===== src/rtl/add_pkg.sv =====
// add_pkg: shared types and constants for the adder result buffer.
//   ADD_WIDTH      - adder data width
//   FLAG_*         - bit positions inside add_result_t.flags
//   add_result_t   - FIFO entry {sum, flags[3:0]}
//   add_flags()    - status flag derivation from a raw adder result
package add_pkg;

  localparam int ADD_WIDTH  = 32;
  localparam int FLAG_CARRY = 0;
  localparam int FLAG_ZERO  = 1;
  localparam int FLAG_NEG   = 2;
  localparam int FLAG_OVF   = 3;

  typedef struct packed {
    logic [ADD_WIDTH-1:0] sum;
    logic [3:0]           flags;
  } add_result_t;

  // Signed overflow: both operands share a sign and the sum's sign differs from it.
  function automatic logic [3:0] add_flags(input logic [ADD_WIDTH-1:0] sum,
                                           input logic c_out,
                                           input logic a_msb,
                                           input logic b_msb);
    logic [3:0] f;
    f             = 4'b0000;
    f[FLAG_CARRY] = c_out;
    f[FLAG_ZERO]  = (sum == {ADD_WIDTH{1'b0}});
    f[FLAG_NEG]   = sum[ADD_WIDTH-1];
    f[FLAG_OVF]   = (a_msb == b_msb) && (sum[ADD_WIDTH-1] != a_msb);
    return f;
  endfunction

endpackage


===== src/rtl/add_result_buffer_if.sv =====
// add_result_buffer_if: handshake bundle between the adder, the result
// buffer and the consuming stage.
//   in_valid/in_ready, sum_in, c_out_in, a_msb, b_msb   - upstream side
//   out_valid/out_ready, out_sum, out_carry, out_zero,
//   out_neg, out_ovf                                     - downstream side
// Modports: master = environment (adder + consumer), slave = the buffer.
interface add_result_buffer_if #(
  parameter int WIDTH = 32
);
  logic             in_valid;
  logic             in_ready;
  logic [WIDTH-1:0] sum_in;
  logic             c_out_in;
  logic             a_msb;
  logic             b_msb;
  logic             out_valid;
  logic             out_ready;
  logic [WIDTH-1:0] out_sum;
  logic             out_carry;
  logic             out_zero;
  logic             out_neg;
  logic             out_ovf;

  modport master (
    output in_valid, sum_in, c_out_in, a_msb, b_msb, out_ready,
    input  in_ready, out_valid, out_sum, out_carry, out_zero, out_neg, out_ovf
  );

  modport slave (
    input  in_valid, sum_in, c_out_in, a_msb, b_msb, out_ready,
    output in_ready, out_valid, out_sum, out_carry, out_zero, out_neg, out_ovf
  );
endinterface


===== src/rtl/add_result_fifo.sv =====
// add_result_fifo: DEPTH-entry synchronous FIFO of add_result_t.
//   clk, rst      - clock, async active-high reset
//   push_i/data_i - write side (ignored when full)
//   pop_i         - read side (ignored when empty)
//   data_o        - head entry (storage read, no bypass)
//   level_o       - occupancy, one bit wider than the pointers
module add_result_fifo
  import add_pkg::*;
#(
  parameter int DEPTH = 4
) (
  input  logic                   clk,
  input  logic                   rst,
  input  logic                   push_i,
  input  add_result_t            data_i,
  input  logic                   pop_i,
  output add_result_t            data_o,
  output logic [$clog2(DEPTH):0] level_o
);
  localparam int PW = $clog2(DEPTH);
  localparam int LW = PW + 1;

  add_result_t   mem_q [DEPTH];
  logic [PW-1:0] wr_ptr_q;
  logic [PW-1:0] rd_ptr_q;
  logic [LW-1:0] level_q;
  logic [LW-1:0] level_d;
  logic          push_s;
  logic          pop_s;

  // Guard against overrun/underrun even if the caller misbehaves.
  assign push_s = push_i && (level_q != LW'(DEPTH));
  assign pop_s  = pop_i && (level_q != {LW{1'b0}});

  // Occupancy next state.
  always_comb begin
    level_d = level_q;
    case ({push_s, pop_s})
      2'b10:   level_d = level_q + LW'(1);
      2'b01:   level_d = level_q - LW'(1);
      default: level_d = level_q;
    endcase
  end

  // Storage and pointers; DEPTH is a power of two so pointers wrap naturally.
  always_ff @(posedge clk or posedge rst) begin
    if (rst) begin
      wr_ptr_q <= {PW{1'b0}};
      rd_ptr_q <= {PW{1'b0}};
      level_q  <= {LW{1'b0}};
      for (int i = 0; i < DEPTH; i++) begin
        mem_q[i] <= '0;
      end
    end else begin
      level_q <= level_d;
      if (push_s) begin
        mem_q[wr_ptr_q] <= data_i;
        wr_ptr_q        <= wr_ptr_q + PW'(1);
      end
      if (pop_s) begin
        rd_ptr_q <= rd_ptr_q + PW'(1);
      end
    end
  end

  assign data_o  = mem_q[rd_ptr_q];
  assign level_o = level_q;
endmodule


===== src/rtl/add_result_buffer.sv =====
// add_result_buffer: captures adder results with derived status flags into a
// small FIFO and keeps a saturating carry-event counter.
//   clk, rst    - clock, async active-high reset
//   bus         - add_result_buffer_if.slave (in/out handshakes and data)
//   clr_cnt     - synchronous clear of carry_cnt (wins over increment)
//   carry_cnt   - saturating count of pushes with carry-out
//   level       - FIFO occupancy
// Optional (macro ADD_RESULT_STICKY_EN): clr_sticky input, sticky_ovf output,
// a sticky record of any pushed signed overflow (set wins over clear).
module add_result_buffer
  import add_pkg::*;
#(
  parameter int WIDTH = 32,
  parameter int DEPTH = 4,
  parameter int CNT_W = 16
) (
  input  logic                   clk,
  input  logic                   rst,
  add_result_buffer_if.slave     bus,
  input  logic                   clr_cnt,
  output logic [CNT_W-1:0]       carry_cnt,
`ifdef ADD_RESULT_STICKY_EN
  input  logic                   clr_sticky,
  output logic                   sticky_ovf,
`endif
  output logic [$clog2(DEPTH):0] level
);
  localparam int LW = $clog2(DEPTH) + 1;

  add_result_t   entry_s;
  add_result_t   head_s;
  logic [LW-1:0] level_s;
  logic          push_s;
  logic          pop_s;
  logic          valid_s;
  logic [CNT_W-1:0] carry_cnt_q;

  // in_ready comes from registered occupancy only, never from out_ready.
  assign bus.in_ready = (level_s != LW'(DEPTH));
  assign valid_s      = (level_s != {LW{1'b0}});
  assign push_s       = bus.in_valid && bus.in_ready;
  assign pop_s        = valid_s && bus.out_ready;

  assign entry_s.sum   = bus.sum_in;
  assign entry_s.flags = add_flags(bus.sum_in, bus.c_out_in, bus.a_msb, bus.b_msb);

  add_result_fifo #(.DEPTH(DEPTH)) u_fifo (
    .clk     (clk),
    .rst     (rst),
    .push_i  (push_s),
    .data_i  (entry_s),
    .pop_i   (pop_s),
    .data_o  (head_s),
    .level_o (level_s)
  );

  // Head presentation; data is zeroed while the FIFO is empty.
  always_comb begin
    bus.out_valid = valid_s;
    if (valid_s) begin
      bus.out_sum   = WIDTH'(head_s.sum);
      bus.out_carry = head_s.flags[FLAG_CARRY];
      bus.out_zero  = head_s.flags[FLAG_ZERO];
      bus.out_neg   = head_s.flags[FLAG_NEG];
      bus.out_ovf   = head_s.flags[FLAG_OVF];
    end else begin
      bus.out_sum   = {WIDTH{1'b0}};
      bus.out_carry = 1'b0;
      bus.out_zero  = 1'b0;
      bus.out_neg   = 1'b0;
      bus.out_ovf   = 1'b0;
    end
  end

  // Saturating carry-event counter; clear beats a concurrent increment.
  always_ff @(posedge clk or posedge rst) begin
    if (rst) begin
      carry_cnt_q <= {CNT_W{1'b0}};
    end else if (clr_cnt) begin
      carry_cnt_q <= {CNT_W{1'b0}};
    end else if (push_s && bus.c_out_in && (carry_cnt_q != {CNT_W{1'b1}})) begin
      carry_cnt_q <= carry_cnt_q + CNT_W'(1);
    end else begin
      carry_cnt_q <= carry_cnt_q;
    end
  end

  assign carry_cnt = carry_cnt_q;
  assign level     = level_s;

`ifdef ADD_RESULT_STICKY_EN
  logic sticky_ovf_q;

  // Sticky overflow record; a same-cycle set beats the clear.
  always_ff @(posedge clk or posedge rst) begin
    if (rst) begin
      sticky_ovf_q <= 1'b0;
    end else if (push_s && entry_s.flags[FLAG_OVF]) begin
      sticky_ovf_q <= 1'b1;
    end else if (clr_sticky) begin
      sticky_ovf_q <= 1'b0;
    end else begin
      sticky_ovf_q <= sticky_ovf_q;
    end
  end

  assign sticky_ovf = sticky_ovf_q;
`endif
endmodule


===== src/flat_wrapper.sv =====
// flat-port wrapper written by rule: the top's interface ports become plain ports
module add_result_buffer_flat import add_pkg::*;
#(
  parameter int WIDTH = 32,
  parameter int DEPTH = 4,
  parameter int CNT_W = 16
)
  (clk, rst, clr_cnt, carry_cnt, level, bus_in_valid, bus_sum_in, bus_c_out_in, bus_a_msb, bus_b_msb, bus_out_ready, bus_in_ready, bus_out_valid, bus_out_sum, bus_out_carry, bus_out_zero, bus_out_neg, bus_out_ovf);
  add_result_buffer_if #(.WIDTH(WIDTH)) bus_i ();
  input  logic clk;
  input  logic rst;
  input  logic clr_cnt;
  output logic [CNT_W-1:0] carry_cnt;
  output logic [$clog2(DEPTH):0] level;
  input wire logic [$bits(bus_i.in_valid)-1:0] bus_in_valid;
  input wire logic [$bits(bus_i.sum_in)-1:0] bus_sum_in;
  input wire logic [$bits(bus_i.c_out_in)-1:0] bus_c_out_in;
  input wire logic [$bits(bus_i.a_msb)-1:0] bus_a_msb;
  input wire logic [$bits(bus_i.b_msb)-1:0] bus_b_msb;
  input wire logic [$bits(bus_i.out_ready)-1:0] bus_out_ready;
  output wire logic [$bits(bus_i.in_ready)-1:0] bus_in_ready;
  output wire logic [$bits(bus_i.out_valid)-1:0] bus_out_valid;
  output wire logic [$bits(bus_i.out_sum)-1:0] bus_out_sum;
  output wire logic [$bits(bus_i.out_carry)-1:0] bus_out_carry;
  output wire logic [$bits(bus_i.out_zero)-1:0] bus_out_zero;
  output wire logic [$bits(bus_i.out_neg)-1:0] bus_out_neg;
  output wire logic [$bits(bus_i.out_ovf)-1:0] bus_out_ovf;
  assign bus_i.in_valid = bus_in_valid;
  assign bus_i.sum_in = bus_sum_in;
  assign bus_i.c_out_in = bus_c_out_in;
  assign bus_i.a_msb = bus_a_msb;
  assign bus_i.b_msb = bus_b_msb;
  assign bus_i.out_ready = bus_out_ready;
  assign bus_in_ready = bus_i.in_ready;
  assign bus_out_valid = bus_i.out_valid;
  assign bus_out_sum = bus_i.out_sum;
  assign bus_out_carry = bus_i.out_carry;
  assign bus_out_zero = bus_i.out_zero;
  assign bus_out_neg = bus_i.out_neg;
  assign bus_out_ovf = bus_i.out_ovf;
  add_result_buffer #(.WIDTH(WIDTH), .DEPTH(DEPTH), .CNT_W(CNT_W)) u_core (.clk(clk), .rst(rst), .bus(bus_i), .clr_cnt(clr_cnt), .carry_cnt(carry_cnt), .level(level));
endmodule

===== config.mk =====
export PLATFORM = sky130hd
export DESIGN_NAME = add_result_buffer_flat
export DESIGN_NICKNAME = d
export VERILOG_FILES = /design/src/rtl/add_pkg.sv /design/src/rtl/add_result_buffer_if.sv /design/src/rtl/add_result_fifo.sv /design/src/rtl/add_result_buffer.sv /design/src/flat_wrapper.sv
export SDC_FILE = /design/constraint.sdc
export NUM_CORES = 1
export LEC_CHECK = 0
export CORE_ASPECT_RATIO = 1.5
export CORE_MARGIN = 2
export CORE_UTILIZATION = 50
export DETAILED_ROUTE_END_ITERATION = 7
export GPL_TIMING_DRIVEN = 0
export PLACE_DENSITY = 0.69
export SLEW_MARGIN = 10
export SYNTH_ARGS = -nofsm -noshare
export SYNTH_HDL_FRONTEND = slang
export SYNTH_SLANG_ARGS = --single-unit

===== constraint.sdc =====
create_clock -name clk -period 6.25 [get_ports clk]
set_clock_uncertainty 0.1 [all_clocks]
set_input_delay 1.25 -clock clk [delete_from_list [all_inputs] [get_ports clk]]
set_output_delay 1.25 -clock clk [all_outputs]
set_load 0.01 [all_outputs]

==> qor.yml <==
outcome: "completed"
use_met2_pct: 40.4
cts_max_level: 4
cellLeakagePower_uw: 0.00399
worst-slew-pin-transition_ns: 0.701
antenna_found_initial: 0
finalHoldViolCount: 0
synth_edf_count: 0
busiest_layer: "met2"
drtAntennaViolNets: 0
portBuffers: 95
ys_ff_latch: 163
worstSetupPathType: "reg -> out"
switching_share_pct: 30.5
period_share_pct: 68.3
cts.sinks: 163
gp_congestion: 0.877
ys_seq_area_share_pct: 52.7
yosys_warnings: 0
cts_resized: 0
crit_required_ns: 4.90
cts_buffer_depth: 2
clock_latency_ns: 0.42
r2r-start: "u_core.u_fifo.level_o[0]"
p_int_uw: 3620
area_delta_synth_final_pct: 24.1
die_x_um: 106
cp.arrival_ns: 2.92
yosysUniqueCellTypes: 36
peakVddDrop_mv: 0.334
drt-initial-drc-count: 221
fin_crit_ns: 4.27
cts_post_setup_buffers_inserted: 0
hold_depth: 2
power_switching_uw: 1590
wl_per_cell_um: 19.7
die_y_um: 156
reg2reg_slack_ns: 3.70
antenna_cells: 0
reg2reg_depth: 9
initial_core_util_pct: 51.1
grt_pass1_vias: 5366
finalMaxSlewViolations: 0
fmax_ghz: 0.234
postCtsHoldBufs: 0
grtUsageMet1_pct: 26.3
cts-root-buf: "clkbuf_16"
hpwl_um: 11700
drc: 0
synthCells: 540
combPwrFrac_pct: 44.7
cts_tree: "yes"
maxSlewHeadroom_pct: 53.3
hold_start: "u_core.u_fifo.mem_q[3]"
synth.area.top_cells: "dfrtp_1 (53%), mux2_2 (21%), mux4_2 (10%)"
numCtsBuffers: 17
grtUsageTotal_pct: 22.0
p_per_area_nw_per_um2: 542
layout-drive-gt1-share_pct: 35.9
critPathLaunchType: "flip-flop"
ys_async_sr_fraction_pct: 100
placed_cell_area_sq_um: 8970
first_pass_iters: 6
grt_pass1_wl_um: 27900
clkTransAtPathRegs_ns: 0.07
critPathCaptureType: "output pin"
wl_um: 17100
maxCapViolations: 0
grt_max_degree: 113
setup_viol_count_final: 0
total_power_uw: 5200
min_path_type: "reg -> reg"
core_sq_um: 15100
grt_setup_unrepaired: "false"
post-place-cells: 835
syn-num-nets: 587
gr-usage-met3_pct: 4.21
grt.overflow.total: 0
ys.flop_type: "dfrtp_1"
synth_area_sq_um: 7740
pwr-share-clk_pct: 21.2
rows: 55
p_seq_share_pct: 34.1
path_max_fanout: 10
synth.most_common_cell: "dfrtp_1"
design_area_sq_um: 9600
io_pins: 97
viasPerCell: 5.70
rr_endpoint: "u_core.u_fifo.level_o[2]"
holdPathEnd: "u_core.u_fifo.mem_q[3]"
avgSynthCellArea_sq_um: 14.3
die_area_sq_um: 16500
final_cell_count_no_fill: 867
synthTopCellsByCount: "dfrtp_1 (163), mux2_2 (141), and2_1 (36), mux4_2 (35), buf_2 (17)"
vias: 4940
netlist.area_leader.share_pct: 52.7
nets: 702
yosysTopAreaCell: "dfrtp_1"
## cell type report
type / count / area, sq um
Fill cell: 1163 / 5540
Clock inverter: 14 / 189
Timing Repair Buffer: 96 / 978
Tap cell: 199 / 249
Multi-Input combinational cell: 338 / 3460
Sequential cell: 163 / 4080
Clock buffer: 18 / 439
Buffer: 33 / 171
Inverter: 6 / 30.0
## cell usage in the layout (no fill, tap or decap), types with 6 or more instances in the layout
master	instances
nor4_1	13
clkdlybuf4s50_1	95
nor2b_1	7
nand2_1	14
dfrtp_1	163
mux4_2	35
nand4_1	6
clkbuf_1	10
ha_1	6
clkbuf_16	17
o31ai_1	7
and3_1	6
mux2_2	141
and2_1	36
a21oi_1	10
nor2_1	11
or4_1	8
o21ai_0	6
nand3_1	6
buf_2	17
## cells by family (layout without fill, tap and decap cells)
group	Yosys count	count (layout)	share of synthesized area, %
xor+xnor	6	6	0.679
fa+ha+maj	7	7	1.23
buf+inv	39	167	2.51
mux	180	180	31.3
simple gates	122	122	9.82
flops	163	163	52.7
compound gates	23	23	1.71
## sequential cells by signal (all words and copies together), names as in the netlist
| signal | flops |
|---|---|
| u_core.u_fifo.rd_ptr_q | 2 |
| u_core.u_fifo.wr_ptr_q | 2 |
| u_core.u_fifo.level_o | 3 |
| u_core.carry_cnt | 16 |
| u_core.u_fifo.mem_q | 140 |
## through the flow
stage / util, % / hold WS [ns] / setup WS [ns] / setup TNS (ns)
after floorplan: - / 0.345 / 0.495 / 0
after global placement: 59.0 / 0.356 / -1.29 / -207.96
after detailed placement: 59.3 / 0.370 / 2.38 / 0
after CTS: 63.4 / 0.390 / 1.91 / 0
after global routing: 63.4 / 0.409 / 1.84 / 0
final: 63.4 / 0.383 / 1.98 / 0
## critical path, stage by stage (launching register included)
cell and delay (ns):
dfrtp_1 0.33, clkbuf_1 0.48, clkbuf_1 0.60, mux4_2 0.40, and2_1 0.19, clkdlybuf4s50_1 0.49
## layer usage
metal  share of wire (%)  up-vias
met5                   0        -
met4                 1.5        0
met3                 3.1       21
met2                  54      108
met1                  41     2592
li1                    -     2219
## power by group through the flow
stage	combinational (uW)	sequential (uW)	clock (uW)
after floorplan	1520	1710	0
after global placement	2300	1740	0
after detailed placement	2360	1790	0
after CTS	2370	1770	1120
after global routing	2510	1830	1180
final	2330	1770	1100
## worst max path at each step
stage | from | end | depth (start not counted)
6_report | u_core.u_fifo.rd_ptr_q[1] | bus_out_sum[15] | 5
5_1_grt | u_core.u_fifo.rd_ptr_q[1] | bus_out_sum[15] | 5
4_1_cts | u_core.u_fifo.rd_ptr_q[1] | bus_out_sum[15] | 5
3_5_place_dp | u_core.u_fifo.rd_ptr_q[1] | bus_out_sum[3] | 5
3_3_place_gp | rst | u_core.u_fifo.mem_q[60] | 2
2_1_floorplan | rst | u_core.carry_cnt[0] | 1
Note: power is estimated with default switching activity, not from simulation.
